==> config.mk <==
export PLATFORM = sky130hd
export DESIGN_NAME = excess3_to_binary_serial
export DESIGN_NICKNAME = d
export VERILOG_FILES = /design/src/rtl/excess3_pkg.sv /design/src/rtl/excess3_digit_decode.sv /design/src/rtl/excess3_to_binary_serial.sv
export SDC_FILE = /design/constraint.sdc
export NUM_CORES = 1
export LEC_CHECK = 0
export ABC_AREA = 1
export CORE_AREA = 5 5 62 86
export DETAILED_ROUTE_END_ITERATION = 16
export DIE_AREA = 0 0 67 91
export PLACE_DENSITY = 0.55
export SLEW_MARGIN = 10
export SYNTH_ARGS = -nofsm -noshare
export SYNTH_HDL_FRONTEND = slang
export SYNTH_SLANG_ARGS = --single-unit
==> constraint.sdc <==
create_clock -name clk -period 2.3 [get_ports clk]
set_input_delay 0.69 -clock clk [delete_from_list [all_inputs] [get_ports clk]]
set_output_delay 0.69 -clock clk [all_outputs]
set_load 0.01 [all_outputs]
==> src/rtl/excess3_pkg.sv <==
// Shared types and constants for the Excess-3 coding blocks.
// ex3_width() gives the smallest result width that holds every DIGITS-digit value.
package excess3_pkg;

    typedef enum logic {
        ACCUM = 1'b0,
        DONE  = 1'b1
    } ex3_state_e;

    localparam logic [3:0] EX3_OFFSET = 4'd3;
    localparam logic [3:0] EX3_MIN    = 4'd3;
    localparam logic [3:0] EX3_MAX    = 4'd12;

    // ceil(log2(10^digits)): bits needed for values 0 .. 10^digits-1.
    function automatic int ex3_width(input int digits);
        longint unsigned pow10;
        int              w;
        pow10 = 1;
        for (int i = 0; i < digits; i++) begin
            pow10 = pow10 * 10;
        end
        w = 0;
        while ((longint'(1) << w) < pow10) begin
            w++;
        end
        return (w < 1) ? 1 : w;
    endfunction

endpackage

==> src/rtl/excess3_digit_decode.sv <==
// Combinational Excess-3 digit decoder: 4-bit code to digit value plus illegal flag.
// Illegal codes decode to value 0 so downstream arithmetic stays well-defined.
module excess3_digit_decode
    import excess3_pkg::*;
(
    input  logic [3:0] code_i,
    output logic [3:0] digit_o,
    output logic       illegal_o
);

    // NOTE: every output gets a default first so no path through the block leaves a latch.
    always_comb begin
        digit_o   = 4'd0;
        illegal_o = 1'b1;
        if (code_i >= EX3_MIN && code_i <= EX3_MAX) begin
            digit_o   = code_i - EX3_OFFSET;
            illegal_o = 1'b0;
        end
    end

endmodule

==> src/rtl/excess3_to_binary_serial.sv <==
// Digit-serial Excess-3 to binary converter: MSD first, acc = acc*10 + d per accepted digit.
// Result and sticky error are held in DONE until the consumer handshakes.
module excess3_to_binary_serial
    import excess3_pkg::*;
#(
    parameter int DIGITS = 4,
    parameter int OUT_W  = 14
) (
    input  logic             clk,
    input  logic             rst,
    input  logic             in_valid,
    output logic             in_ready,
    input  logic [3:0]       in_digit,
    input  logic             in_last,
    output logic             out_valid,
    input  logic             out_ready,
    output logic [OUT_W-1:0] out_bin,
    output logic             out_err
);

    localparam int CNT_W = (DIGITS > 1) ? $clog2(DIGITS) : 1;
    localparam logic [CNT_W-1:0] CNT_LAST = CNT_W'(DIGITS - 1);

    if (DIGITS < 1) begin : g_bad_digits
        $error("excess3_to_binary_serial: DIGITS must be at least 1");
    end
    if (OUT_W < ex3_width(DIGITS)) begin : g_bad_width
        $error("excess3_to_binary_serial: OUT_W too small for DIGITS");
    end

    ex3_state_e       state_q;
    logic [OUT_W-1:0] acc_q;
    logic [OUT_W-1:0] acc_d;
    logic [CNT_W-1:0] cnt_q;
    logic             err_q;

    logic [3:0]       dec_digit;
    logic             dec_illegal;
    logic [OUT_W+3:0] acc_ext;
    logic [OUT_W+3:0] acc_wide;
    logic             accept;
    logic             frame_end;

    excess3_digit_decode u_decode (
        .code_i   (in_digit),
        .digit_o  (dec_digit),
        .illegal_o(dec_illegal)
    );

    // Multiply by ten as shift-and-add, with 4 guard bits before truncation.
    assign acc_ext  = {4'b0000, acc_q};
    assign acc_wide = (acc_ext << 3) + (acc_ext << 1) + (OUT_W + 4)'(dec_digit);
    assign acc_d    = OUT_W'(acc_wide);

    assign accept    = in_valid && (state_q == ACCUM);
    assign frame_end = in_last || (cnt_q == CNT_LAST);

    // NOTE: all sequential state uses non-blocking assignments so every register samples pre-edge values.
    always_ff @(posedge clk or posedge rst) begin
        if (rst) begin
            state_q <= ACCUM;
            acc_q   <= '0;
            cnt_q   <= '0;
            err_q   <= 1'b0;
        end else begin
            case (state_q)
                ACCUM: begin
                    if (accept) begin
                        acc_q <= acc_d;
                        err_q <= err_q | dec_illegal;
                        if (frame_end) begin
                            state_q <= DONE;
                        end else begin
                            cnt_q <= cnt_q + 1'b1;
                        end
                    end
                end
                DONE: begin
                    if (out_ready) begin
                        state_q <= ACCUM;
                        acc_q   <= '0;
                        cnt_q   <= '0;
                        err_q   <= 1'b0;
                    end
                end
                default: state_q <= ACCUM;
            endcase
        end
    end

    // Handshake flags come straight from the state register: no input-to-output paths.
    assign in_ready  = (state_q == ACCUM);
    assign out_valid = (state_q == DONE);
    assign out_bin   = acc_q;
    assign out_err   = err_q;

endmodule

# == Word-level counts from Yosys, hierarchy flattened ==
# Index checks and enable logic that the tools add are counted.
# word_totals
input_bits,9
wordCells,37
reg_bits,18
output_inout_bits,17
# classes
n_lt_le_gt_ge,2
reduce_logical,5
mux,16
eq_ne,4
n_addsub,4
bitwise_logic,2
# op_table
operator,n
14-bit 2-to-1 mux,2
14-bit case mux with 2 select lines,1
14-bit adder,1
14-bit by 4-bit adder with 14-bit output,1
1-bit 2-to-1 mux,6
2-bit 2-to-1 mux,3
"4-bit by 2-bit greater-or-equal comparator with 1-bit output, second input constant",1
"4-bit less-or-equal comparator, second input constant",1
4-bit 2-to-1 mux,1
"2-bit inequality test, second input constant",2
1-bit case mux with 2 select lines,2
2-bit case mux with 2 select lines,1
"4-bit by 2-bit subtractor with 4-bit output, second input constant",1
3-bit AND reduction,1
"2-bit by 1-bit adder with 2-bit output, second input constant",1
"2-bit == test, second input constant",1
1-bit logical AND,2
"2-bit by 1-bit inequality test with 1-bit output, second input constant",1
2-bit AND reduction,1
1-bit logical OR,1
1-bit NOT,1
1-bit bitwise OR,1

# == Longest topological paths before layout ==
# logic_depth
word_depth,6
ltp_mapped,16
ltp_nobuf,16

# == Hierarchy ==
# Synthesis repeated with hierarchy kept, for this count alone.
# unflattened
hier_cells,237
area_unflattened_um2,1661.6
# modules_own_cells
module,n_inst,cells_each,seq_area_each_um2,area_per_inst_um2
excess3_to_binary_serial,1,217,450.4,1530.2
excess3_digit_decode,1,20,0.0,131.4

# == Worst setup path before layout ==
# No wires, ideal clock.
# synth_timing
path_kind,input port to flip-flop
from,in in_digit[0]
to,reg acc_q[10] (netlist: out_bin[10])
slack_ns,-0.377
setup_ns,0.076
path_buffers,0
cell_stages,15
t_arrival_ns,2.600
required_time_ns,2.224
cell_sequence,inv_1 ha_1 nand3b_1 nand2_1 a21oi_1 ha_1 ha_1 fa_1 nand2_1 nand3_1 nand3_1 nand2_1 nand2_1 nand2_1 o21ai_1
# synth_via
elab_chain_cells,6
elab_cells_between_ends,8
cone_classes,2 x add/sub; 2 x order compare; 3 x mux; 1 x reduce/logical
# synth_rtl
element,line_no,text
from (decl),excess3_to_binary_serial.sv:13,"input logic [3:0] in_digit,"
4-bit by 2-bit greater-or-equal comparator with 1-bit output or 4-bit less-or-equal comparator (tied branches),excess3_digit_decode.sv:15,if (code_i >= EX3_MIN && code_i <= EX3_MAX) begin
1-bit logical AND,excess3_digit_decode.sv:15,
4-bit 2-to-1 mux (*),excess3_digit_decode.sv:15,
14-bit by 4-bit adder with 14-bit output (*),excess3_to_binary_serial.sv:52,assign acc_wide = (acc_ext << 3) + (acc_ext << 1) + (OUT_W + 4)'(dec_digit);
14-bit 2-to-1 mux (*),excess3_to_binary_serial.sv:68,if (accept) begin
14-bit case mux with 2 select lines (*),excess3_to_binary_serial.sv:66,case (state_q)
to (signal assigned),excess3_to_binary_serial.sv:62,acc_q <= '0;
to (signal assigned),excess3_to_binary_serial.sv:69,acc_q <= acc_d;
to (signal assigned),excess3_to_binary_serial.sv:81,acc_q <= '0;
to (decl),excess3_to_binary_serial.sv:32,logic [OUT_W-1:0] acc_q;
# Every way passes the cells marked *; elsewhere a longest branch is shown, timed or not. The select of a mux whose other input is x is not followed.
# A chain may end at the register's enable or synchronous reset.

# == Worst setup path in the final report ==
# Ends and elaborated chain as after synthesis.

==> impl_metrics.json <==
{
  "status": "finished with violations",
  "failed_checks": "negative setup slack",
  "synthTopCellsByArea": "dfrtp_1, ha_1, nand2_1",
  "synth_area_mm2": 0.00163,
  "yosysSeqAreaShare_pct": 27.7,
  "dr.pass1.iters": 4,
  "dr_total_vias": 1624,
  "final_cell_mix": "nand2_1, inv_1, clkdlybuf4s50_1, ha_1, buf_4",
  "nNetsFinal": 316,
  "grt_pass1_wl_um": 7180,
  "synth.top_cell.area_share_pct": 27.7,
  "cts_tree": "built",
  "start_util_pct": 36.4,
  "routed_wl_um": 4400,
  "critical_path.endpoint_type": "register",
  "antenna_found_initial": 0,
  "synthCells": 231,
  "tightest_slew_ns": 0.372,
  "cts.path.max_buffers": 2,
  "setup_viol": 11,
  "critPathKind": "in -> reg",
  "min_period_ns": 2.61,
  "dieArea_mm2": 0.00610,
  "viasPerCell": 4.76,
  "period_share_pct": 114,
  "dieWidth_um": 67,
  "reg2reg_from": "out_bin[0]",
  "gp_congestion": 0.870,
  "fmax_ghz": 0.383,
  "hold_buffers": 0,
  "dp_hpwl_um": 3320,
  "ant_nets": 0,
  "synth.distinct_cells": 24,
  "grt-ovfl-total": 0,
  "min-delay-path-class": "reg -> reg",
  "fin_setup_tns_ns": -2.73,
  "cp_max_fo": 4,
  "regToRegEndpoint": "out_bin[10]",
  "fin_skew_ns": 0.00396,
  "clk_pin_slew_ns": 0.08,
  "numCtsBuffers": 3,
  "drive_gt1_share_pct": 24.0,
  "r2r_setup_slack_ns": 0.18,
  "dp_slack_ns": -1.13,
  "pin_count": 26,
  "synth_nets": 267,
  "synth-seq-cells": 18,
  "htreeDepth": 1,
  "slew_violations": 0,
  "clockRootBuffer": "clkbuf_8",
  "setup_slack_ns": -0.311,
  "crit_required_ns": 2.50,
  "start_kind": "input pin",
  "syn_to_final_growth_pct": 44.5,
  "rows": 29,
  "rsz0062_at_grt": "yes",
  "p_leak_nw": 1.26,
  "remaining_drc_errors": 0,
  "first_global_vias": 1563,
  "clock_latency_ns": 0.26,
  "p_total_mw": 2.84,
  "hold_viol": 0,
  "hold_depth": 2,
  "coreArea_mm2": 0.00446,
  "ys_warn_count": 0,
  "hold_path_end": "out_bin[13]",
  "final_common_cell": "nand2_1",
  "grt.total_usage_pct": 15.1,
  "p_per_area_mw_per_mm2": 1210,
  "portBuffers": 25,
  "final_cell_count_no_fill": 341,
  "maxCapViolCount": 0,
  "arrival_ns": 2.81,
  "avgSynthCellArea_um2": 7.04,
  "min_from": "out_bin[13]",
  "drt-initial-drc-count": 44,
  "num_antenna_cells": 0,
  "grt_max_degree": 19,
  "wl_per_cell_um": 12.9,
  "synth_top_cell_by_area": "dfrtp_1",
  "cts_sinks": 18,
  "peakVddDrop_mv": 0.508,
  "slew-limit-headroom_pct": 75.2,
  "reg2reg_depth": 11,
  "die-height_um": 91,
  "dp_cells": 326
}
[kinds of logic (layout without fill, tap and decap cells)]
group	Yosys count	after routing	synth area share (%)
AO/OA/AOI/OAI	25	25	8.62
XOR/XNOR	1	1	0.539
adder cells (fa/ha/maj)	27	27	21.7
buffers and inverters	39	87	10.1
flip-flops	18	18	27.7
AND/OR/NAND/NOR	121	121	31.4
[power by group]
group / total, mW / switching [mW] / internal (mW)
clock: 0.275 / 0.123 / 0.153
sequential: 0.577 / 0.132 / 0.445
combinational: 1.99 / 1.10 / 0.887
[per-layer routing]
layer	wire length [um]	vias to the layer above	global-route usage, %
met5	0	-	0
met4	102	0	4.74
met3	168	11	2.72
met2	2410	37	27.9
met1	1720	735	16.9
li1	-	841	-
[through the flow]
| step | area (um2) | util (%) | hold slack [ns] |
|---|---|---|---|
| 2_1_floorplan | 1670 | - | 0.465 |
| 3_3_place_gp | 2050 | 45.8 | 0.464 |
| 3_5_place_dp | 2050 | 45.8 | 0.466 |
| 4_1_cts | 2270 | 50.8 | 0.487 |
| 5_1_grt | 2350 | 52.7 | 0.503 |
| 6_report | 2350 | 52.7 | 0.480 |
[worst max-delay path by stage]
stage	start	end	slack, ns	cells past startpoint
3_5_place_dp	in_digit[0]	out_bin[6]	-1.13	15
6_report	in_digit[0]	out_bin[10]	-0.31	17
4_1_cts	in_digit[1]	out_bin[10]	-0.24	16
2_1_floorplan	in_digit[1]	out_bin[10]	-0.27	13
3_3_place_gp	in_digit[0]	out_bin[6]	-1.09	15
5_1_grt	in_digit[0]	out_bin[10]	-0.42	17
[critical path: stages]
cell and delay (ns):
buf_8 0.09, inv_4 0.03, ha_4 0.13, nand3b_1 0.16, buf_4 0.15, nand2_2 0.09, a21oi_2 0.04, ha_1 0.32
ha_4 0.17, fa_2 0.38, nand2_2 0.10, nand3_2 0.08, nand3_2 0.08, nand2_2 0.06, nand2_2 0.06, nand2_1 0.05
o21ai_1 0.11
[synthesized netlist by cell type]
cell / number
nand2_1: 78
inv_1: 35
ha_1: 25
dfrtp_1: 18
nand3_1: 18
nor2_1: 16
a21oi_1: 10
o21ai_0: 7
nand4_1: 3
o21ai_1: 3
a22o_1: 2
fa_1: 2
inv_2: 2
nand3b_1: 2
a21o_1: 1
buf_6: 1
clkbuf_8: 1
nand2_2: 1
nand3_2: 1
nor2_4: 1
o22ai_1: 1
o32ai_1: 1
or2_1: 1
xor2_1: 1
[registers in the layout, summed over array words and instances (netlist names)]
signal / cells
cnt_q: 2
out_bin: 14
out_err: 1
out_valid: 1
[area by class of cell]
cell class | instances | area, um2
Multi-Input combinational cell | 174 | 1190
Tap cell | 62 | 77.6
Sequential cell | 18 | 450
Clock buffer | 4 | 55.1
Fill cell | 442 | 2110
Timing Repair Buffer | 46 | 429
Inverter | 37 | 144
[repair_timing]
| item | 4_1_cts | 5_1_grt |
|---|---|---|
| endpoints found under the hold margin | 0 | 0 |
| pin swaps | 21 | 9 |
| endpoints found under the setup margin | 12 | 11 |
| cloned | 0 | 0 |
| buffers inserted | 7 | 5 |
| gates resized for setup | 42 | 9 |
(Power assumes the default switching activity.)
